**src/rtl/pulse_mode_sequencer.sv**
```systemverilog
// rtl/pulse_mode_sequencer.sv - front-panel pulse function selector with glitch-free switchover
//
// Steps through NUM_MODES pulse-generator functions on debounced next/prev
// button presses, routes the selected function's pulse channels to the
// output pins and lights a one-hot LED for the current mode. A mode change
// waits for the outgoing channels to finish their high phase (bounded by
// DRAIN_MAX), holds the outputs low for GAP_CYCLES, and strobes the incoming
// function's reset on the first gap cycle so it starts a fresh period.
//
// Ports:
//   sysclk       system clock
//   reset        synchronous active-high reset
//   bt_next      debounced level, advance one mode
//   bt_prev      debounced level, go back one mode
//   mode_pulses  function pulse inputs, bit m*NUM_CH+c = mode m, channel c
//   pulse_out    routed, registered pulse channels
//   leds         one-hot current mode
//   mode         current mode index
//   mode_rst     one-cycle reset strobe to the incoming function
//   switching    high while draining or in the forced-low gap

module pulse_mode_sequencer #(
   parameter int                            NUM_MODES    = 4,
   parameter int                            MODE_W       = 2,
   parameter int                            NUM_CH       = 2,
   parameter logic [NUM_MODES*NUM_CH-1:0]   CH_USED_MASK = 8'b11_11_01_01,
   parameter int                            GAP_CYCLES   = 4,
   parameter int                            DRAIN_MAX    = 1000,
   parameter int                            RESET_MODE   = 0
) (
   input  logic                          sysclk,
   input  logic                          reset,
   input  logic                          bt_next,
   input  logic                          bt_prev,
   input  logic [NUM_MODES*NUM_CH-1:0]   mode_pulses,
   output logic [NUM_CH-1:0]             pulse_out,
   output logic [NUM_MODES-1:0]          leds,
   output logic [MODE_W-1:0]             mode,
   output logic [NUM_MODES-1:0]          mode_rst,
   output logic                          switching
);

   localparam int MODE_SLOTS = 2 ** MODE_W;
   localparam int DRAIN_W    = (DRAIN_MAX > 1) ? $clog2(DRAIN_MAX) : 1;
   localparam int GAP_W      = (GAP_CYCLES > 1) ? $clog2(GAP_CYCLES) : 1;

   localparam logic [MODE_W-1:0]  RESET_IDX  = MODE_W'(RESET_MODE);
   localparam logic [MODE_W-1:0]  LAST_IDX   = MODE_W'(NUM_MODES - 1);
   localparam logic [DRAIN_W-1:0] DRAIN_LAST = DRAIN_W'(DRAIN_MAX - 1);
   localparam logic [GAP_W-1:0]   GAP_LAST   = GAP_W'(GAP_CYCLES - 1);

   typedef enum logic [1:0] {
      ST_RUN   = 2'd0,
      ST_DRAIN = 2'd1,
      ST_GAP   = 2'd2
   } state_t;

   state_t               state_q,     state_d;
   logic [MODE_W-1:0]    mode_q,      mode_d;
   logic [MODE_W-1:0]    target_q,    target_d;
   logic [DRAIN_W-1:0]   drain_cnt_q, drain_cnt_d;
   logic [GAP_W-1:0]     gap_cnt_q,   gap_cnt_d;
   logic                 next_q,      next_d;
   logic                 prev_q,      prev_d;
   logic [NUM_CH-1:0]    pulse_q,     pulse_d;
   logic [NUM_MODES-1:0] mode_rst_q,  mode_rst_d;

   // Per-mode masked channel lanes. Slots beyond NUM_MODES exist only so the
   // lane table can be indexed directly by a MODE_W-bit index; they read 0.
   logic [NUM_CH-1:0]    lane [MODE_SLOTS];
   logic [NUM_CH-1:0]    routed;
   logic [NUM_MODES-1:0] mode_onehot;
   logic [NUM_MODES-1:0] target_onehot;

   for (genvar m = 0; m < MODE_SLOTS; m++) begin : g_lane
      if (m < NUM_MODES) begin : g_used
         assign lane[m] = mode_pulses[m*NUM_CH +: NUM_CH] & CH_USED_MASK[m*NUM_CH +: NUM_CH];
      end else begin : g_unused
         assign lane[m] = '0;
      end
   end

   for (genvar m = 0; m < NUM_MODES; m++) begin : g_onehot
      assign mode_onehot[m]   = (mode_q   == MODE_W'(m));
      assign target_onehot[m] = (target_q == MODE_W'(m));
   end

   assign routed = lane[mode_q];

   logic              rise_next;
   logic              rise_prev;
   logic [MODE_W-1:0] next_idx;
   logic [MODE_W-1:0] prev_idx;

   assign rise_next = bt_next & ~next_q;
   assign rise_prev = bt_prev & ~prev_q;
   assign next_idx  = (mode_q == LAST_IDX) ? '0 : mode_q + 1'b1;
   assign prev_idx  = (mode_q == '0) ? LAST_IDX : mode_q - 1'b1;

   always_comb begin
      state_d     = state_q;
      mode_d      = mode_q;
      target_d    = target_q;
      drain_cnt_d = drain_cnt_q;
      gap_cnt_d   = gap_cnt_q;
      next_d      = bt_next;
      prev_d      = bt_prev;
      pulse_d     = routed;
      mode_rst_d  = '0;

      case (state_q)
         ST_RUN: begin
            // Simultaneous next+prev rises cancel; exactly one must rise.
            if (rise_next ^ rise_prev) begin
               target_d    = rise_next ? next_idx : prev_idx;
               drain_cnt_d = '0;
               state_d     = ST_DRAIN;
            end
         end

         ST_DRAIN: begin
            // Old mode keeps driving until its routed channels are all low,
            // or the timeout cuts them; either way the outputs go low from
            // the next cycle and the new mode takes over.
            if ((routed == '0) || (drain_cnt_q == DRAIN_LAST)) begin
               state_d    = ST_GAP;
               mode_d     = target_q;
               mode_rst_d = target_onehot;
               pulse_d    = '0;
               gap_cnt_d  = '0;
            end else begin
               drain_cnt_d = drain_cnt_q + 1'b1;
            end
         end

         ST_GAP: begin
            pulse_d = '0;
            if (gap_cnt_q == GAP_LAST) begin
               state_d = ST_RUN;
            end else begin
               gap_cnt_d = gap_cnt_q + 1'b1;
            end
         end

         default: begin
            state_d = ST_RUN;
            pulse_d = '0;
         end
      endcase
   end

   always_ff @(posedge sysclk) begin
      if (reset) begin
         state_q     <= ST_RUN;
         mode_q      <= RESET_IDX;
         target_q    <= RESET_IDX;
         drain_cnt_q <= '0;
         gap_cnt_q   <= '0;
         next_q      <= 1'b0;
         prev_q      <= 1'b0;
         pulse_q     <= '0;
         mode_rst_q  <= '0;
      end else begin
         state_q     <= state_d;
         mode_q      <= mode_d;
         target_q    <= target_d;
         drain_cnt_q <= drain_cnt_d;
         gap_cnt_q   <= gap_cnt_d;
         next_q      <= next_d;
         prev_q      <= prev_d;
         pulse_q     <= pulse_d;
         mode_rst_q  <= mode_rst_d;
      end
   end

   assign pulse_out = pulse_q;
   assign leds      = mode_onehot;
   assign mode      = mode_q;
   assign mode_rst  = mode_rst_q;
   assign switching = (state_q != ST_RUN);

endmodule
```
**config.mk**
```make
export PLATFORM = sky130hd
export DESIGN_NAME = pulse_mode_sequencer
export DESIGN_NICKNAME = d
export VERILOG_FILES = /design/src/rtl/pulse_mode_sequencer.sv
export SDC_FILE = /design/constraint.sdc
export NUM_CORES = 1
export LEC_CHECK = 0
export CAP_MARGIN = 10
export CORE_UTILIZATION = 50
export DETAILED_ROUTE_END_ITERATION = 8
export HOLD_SLACK_MARGIN = 0.1
export MAX_ROUTING_LAYER = met4
export PLACE_DENSITY = 0.73
export SYNTH_ARGS = -nofsm -noshare
export SYNTH_HDL_FRONTEND = slang
export SYNTH_SLANG_ARGS = --single-unit
```
**constraint.sdc**
```tcl
create_clock -name sysclk -period 2.31 [get_ports sysclk]
set_clock_uncertainty 0.2 [all_clocks]
set_input_delay 0.693 -clock sysclk [delete_from_list [all_inputs] [get_ports sysclk]]
set_output_delay 0.693 -clock sysclk [all_outputs]
set_load 0.01 [all_outputs]
```
==> parameters.txt <==
Parameter                              Value

Outcome
  Run status ... complete, no violations

Logic synthesis
  Async S/R FF share, synth ... 0%
  Post-synthesis sequential element count ... 26
  Yosys warnings ... 0
  Most repeated cell in the gate-level netlist after synthesis ... dfxtp_1
  Share of the synthesized area in the top cell type ... 36.6%
  Post-synth EDFFs ... 0
  Net Count, Synth ... about 160
  Most common library cells after synthesis ... dfxtp_1, nand3_1, nand2_1, nor4_1, nor2_1
  Post-synthesis sequential area ratio ... 36.6%
  Post-synthesis instance area ... about 1400 um2
  Cell variety after synth ... 49
  Cell types occupying the most area after synthesis ... dfxtp_1, ha_1, nor4_1
  Cells after synthesis ... 145
  Top cell type by total area after synthesis ... dfxtp_1
  Top flip-flop cell by instance count after synthesis ... dfxtp_1
  Average footprint of a synthesized cell ... 9.80 um2

Placement
  Gp weighted congestion ... ~0.86
  HPWL reported at the end of detailed placement ... 2410 um
  Number of placed instances, taps included ... about 210
  Setup WS pre-CTS ... -0.347 ns
  Number of buffers added on ports ... 22

STA
  Final worst slack ... 0.0188 ns
  Tcrit/Tclk final ... 99.2%
  Hold violation count in the final report ... 0
  Worst Tran Pin Value ... 0.474 ns
  Final-report setup violation count ... 0
  Worst hold slack after final layout ... 0.280 ns
  Minimum clock period ... around 2.3 ns
  Worst rel slew slack ... 68.1%
  Max-slew violations ... 0
  Achievable frequency ... 436 MHz
  Setup Total Neg Slack ... 0 ns

Final layout
  Final standard cell count with taps included and fillers excluded ... 213
  Combined area of the multi-input logic cells ... 832 um2
  Ant. Diodes ... 0
  Nets@finish ... 202
  Fraction of final layout cells with drive strength greater than 1 ... between 20% and 30%
  Area growth from synthesis to layout ... 29.9%
  Area taken by flip-flops and latches ... 527 um2
  Fillcell total ... 201

Setup path
  Capture point of the worst path ... drain_cnt_q[6]
  Sort of element at the end of the critical path ... register
  Startpoint type of the worst setup path ... input port
  Depth of the most critical reg-to-reg path ... 6
  Terminus of the critical flop-to-flop path ... drain_cnt_q[6]
  Critical path peak fanout ... 4
  Source of the critical timing path ... mode_pulses[2]
  Crit path arrival time ... 2.32 ns
  Critical path start-end classification ... input port to register
  Setup slack, reg-to-reg ... 0.24 ns
  Beginning of the worst register-to-register path ... mode[0]
  Required arrival time at the worst endpoint ... 2.34 ns

Power and ir drop
  Maximum ir drop on the vdd rail ... 0.409 mV
  Static leakage ... 0.727 nW
  Power density of the placed cells ... 588 nW/um2
  Power after layout ... about 1.1 mW

Routing
  DRC errors left ... 0
  DR pass1 iterations ... 4
  Wire length after detailed routing ... 3370 um
  Ratio of routed vias to standard cells ... 6.08
  Antenna violation net count after detailed routing ... 0
  Number of DRC markers after the initial detailed-route iteration ... 23
  Routed length per placed instance ... 15.8 um
  Routed vias ... roughly 1300

Clock tree
  Largest buffer count on any clock path ... 2
  Cts bufs inserted ... 3
  CTS root buf ... clkbuf_4
  TritonCTS clock tree ... yes
  Clk sinks ... 26
  Clock edge transition at the registers on the reported setup and hold paths ... 0.15 ns
  Htree depth ... 1
  Later-pin clock latency in the skew report ... around 0.33 ns

Die
  Placeable Area ... between 2000 and 3000 um2
  Area enclosed by the die boundary ... 3060 um2
  Starting density of the core ... 54.9%
  Die span in y ... 55.3 um
  # IOs ... 25
  Die outline width ... about 55 um
  Number of standard-cell rows in the floorplan ... 18

Global route
  Most Used Layer, Global Route ... met2
  Number of antenna violations at the first check in global routing ... 0
  Met1 GRT Util ... between 30% and 40%
  Largest net degree at the start of global routing ... 17
  Total GRT Usage ... 23.4%
  Global routing usage on met3 ... under 10%
  Number of global-route vias before repair ... 1231
  Global-route wire length before repair ... about 5600 um
  Total overflow reported by the global router ... 0
  Global-route track usage on met2 ... 36.7%

Job
  Total of max-cap violations ... 0

Hold path
  Count of cells along the worst hold path ... 1
  Hold WC Path Type ... register to register
-- worst max-delay path, stage by stage --
cell and delay, ns:
clkdlybuf4s50_1 0.46, mux4_2 0.30, buf_4 0.14, a21oi_4 0.04
nor4_1 0.33, mux2_2 0.37
-- area by class of cell --
cell class / count / area share [%]
timing repair buffer: 42 / 20.3
sequential: 26 / 28.5
tap: 30 / 2.03
multi-input combinational: 105 / 45.1
clock buffer: 3 / 1.22
inverter: 6 / 1.22
clock inverter: 1 / 1.63
-- report_power, final --
group	leakage, nW	switching (mW)	internal [mW]	total, mW
sequential	0.213	0.0201	0.473	0.493
combinational	0.486	0.153	0.122	0.276
clock	0.0279	0.141	0.176	0.317
total	0.727	0.315	0.771	1.09
-- per-stage QoR --
stage                     instance area [um2]  utilization, %
after floorplan                          1420               -
after global placement                   1740            67.0
after detailed placement                 1740            67.0
after CTS                                1810            69.7
after global routing                     1850            71.3
final                                    1850            71.3
-- registers in the layout (all words and copies together) (netlist names) --
register	flops
state_q	2
next_q	1
target_q	2
mode_rst	4
mode	2
gap_cnt_q	2
pulse_out	2
prev_q	1
drain_cnt_q	10
-- worst min-delay path by stage --
stage / start / end / slack, ns
finish: state_q[1] / pulse_out[1] / 0.28
detailed placement: target_q[1] / mode_rst[1] / 0.28
global placement: target_q[1] / mode_rst[1] / 0.26
CTS: state_q[1] / pulse_out[1] / 0.28
global route: state_q[1] / pulse_out[1] / 0.29
floorplan: target_q[1] / mode_rst[1] / 0.23
-- what timing repair did --
item,in CTS,in global routing
setup buffers,0,2
resized for setup,13,5
pin swaps,1,2
cloned,1,0
setup endpoints to repair,8,9
hold buffers,0,0
-- metal layers --
| layer | routed length [um] | vias to the layer above |
|---|---|---|
| met3 | 144 | 7 |
| met2 | 1650 | 33 |
| met4 | 62 | 0 |
| met5 | 0 | - |
| met1 | 1510 | 621 |
| li1 | - | 635 |
-- kinds of logic (layout without fill, tap and decap cells) --
kind of cell / Yosys count / count (layout) / share of synthesized area [%]
AOI/OAI and AO/OA: 38 / 39 / 22.7
and+or+nand+nor: 52 / 52 / 21.7
buffers and inverters: 15 / 52 / 7.13
muxes: 5 / 5 / 4.75
adders and majority gates: 6 / 6 / 5.28
DFF: 26 / 26 / 36.6
xor gates and xnor gates: 3 / 3 / 1.85
-- layout by cell type, fill, tap and decap left out, types with 2 or more instances in the layout --
master / count
dlymetal6s2s_1: 2
buf_4: 18
nand3_1: 9
nor2b_1: 6
o211a_1: 3
o31ai_1: 2
nor3_1: 2
clkbuf_4: 3
nor4_1: 8
dlygate4sd2_1: 6
dfxtp_1: 23
o221ai_1: 4
dfxtp_2: 2
clkdlybuf4s50_1: 14
nor2_1: 6
o21ai_0: 2
nand2_1: 8
mux2_2: 4
a21oi_4: 2
buf_6: 2
a31oi_1: 4
o2111ai_1: 3
or4_1: 2
a21oi_1: 6
o21ai_2: 2
ha_1: 6
inv_1: 5
o221ai_2: 2
Note: power is estimated with default switching activity, not from simulation.
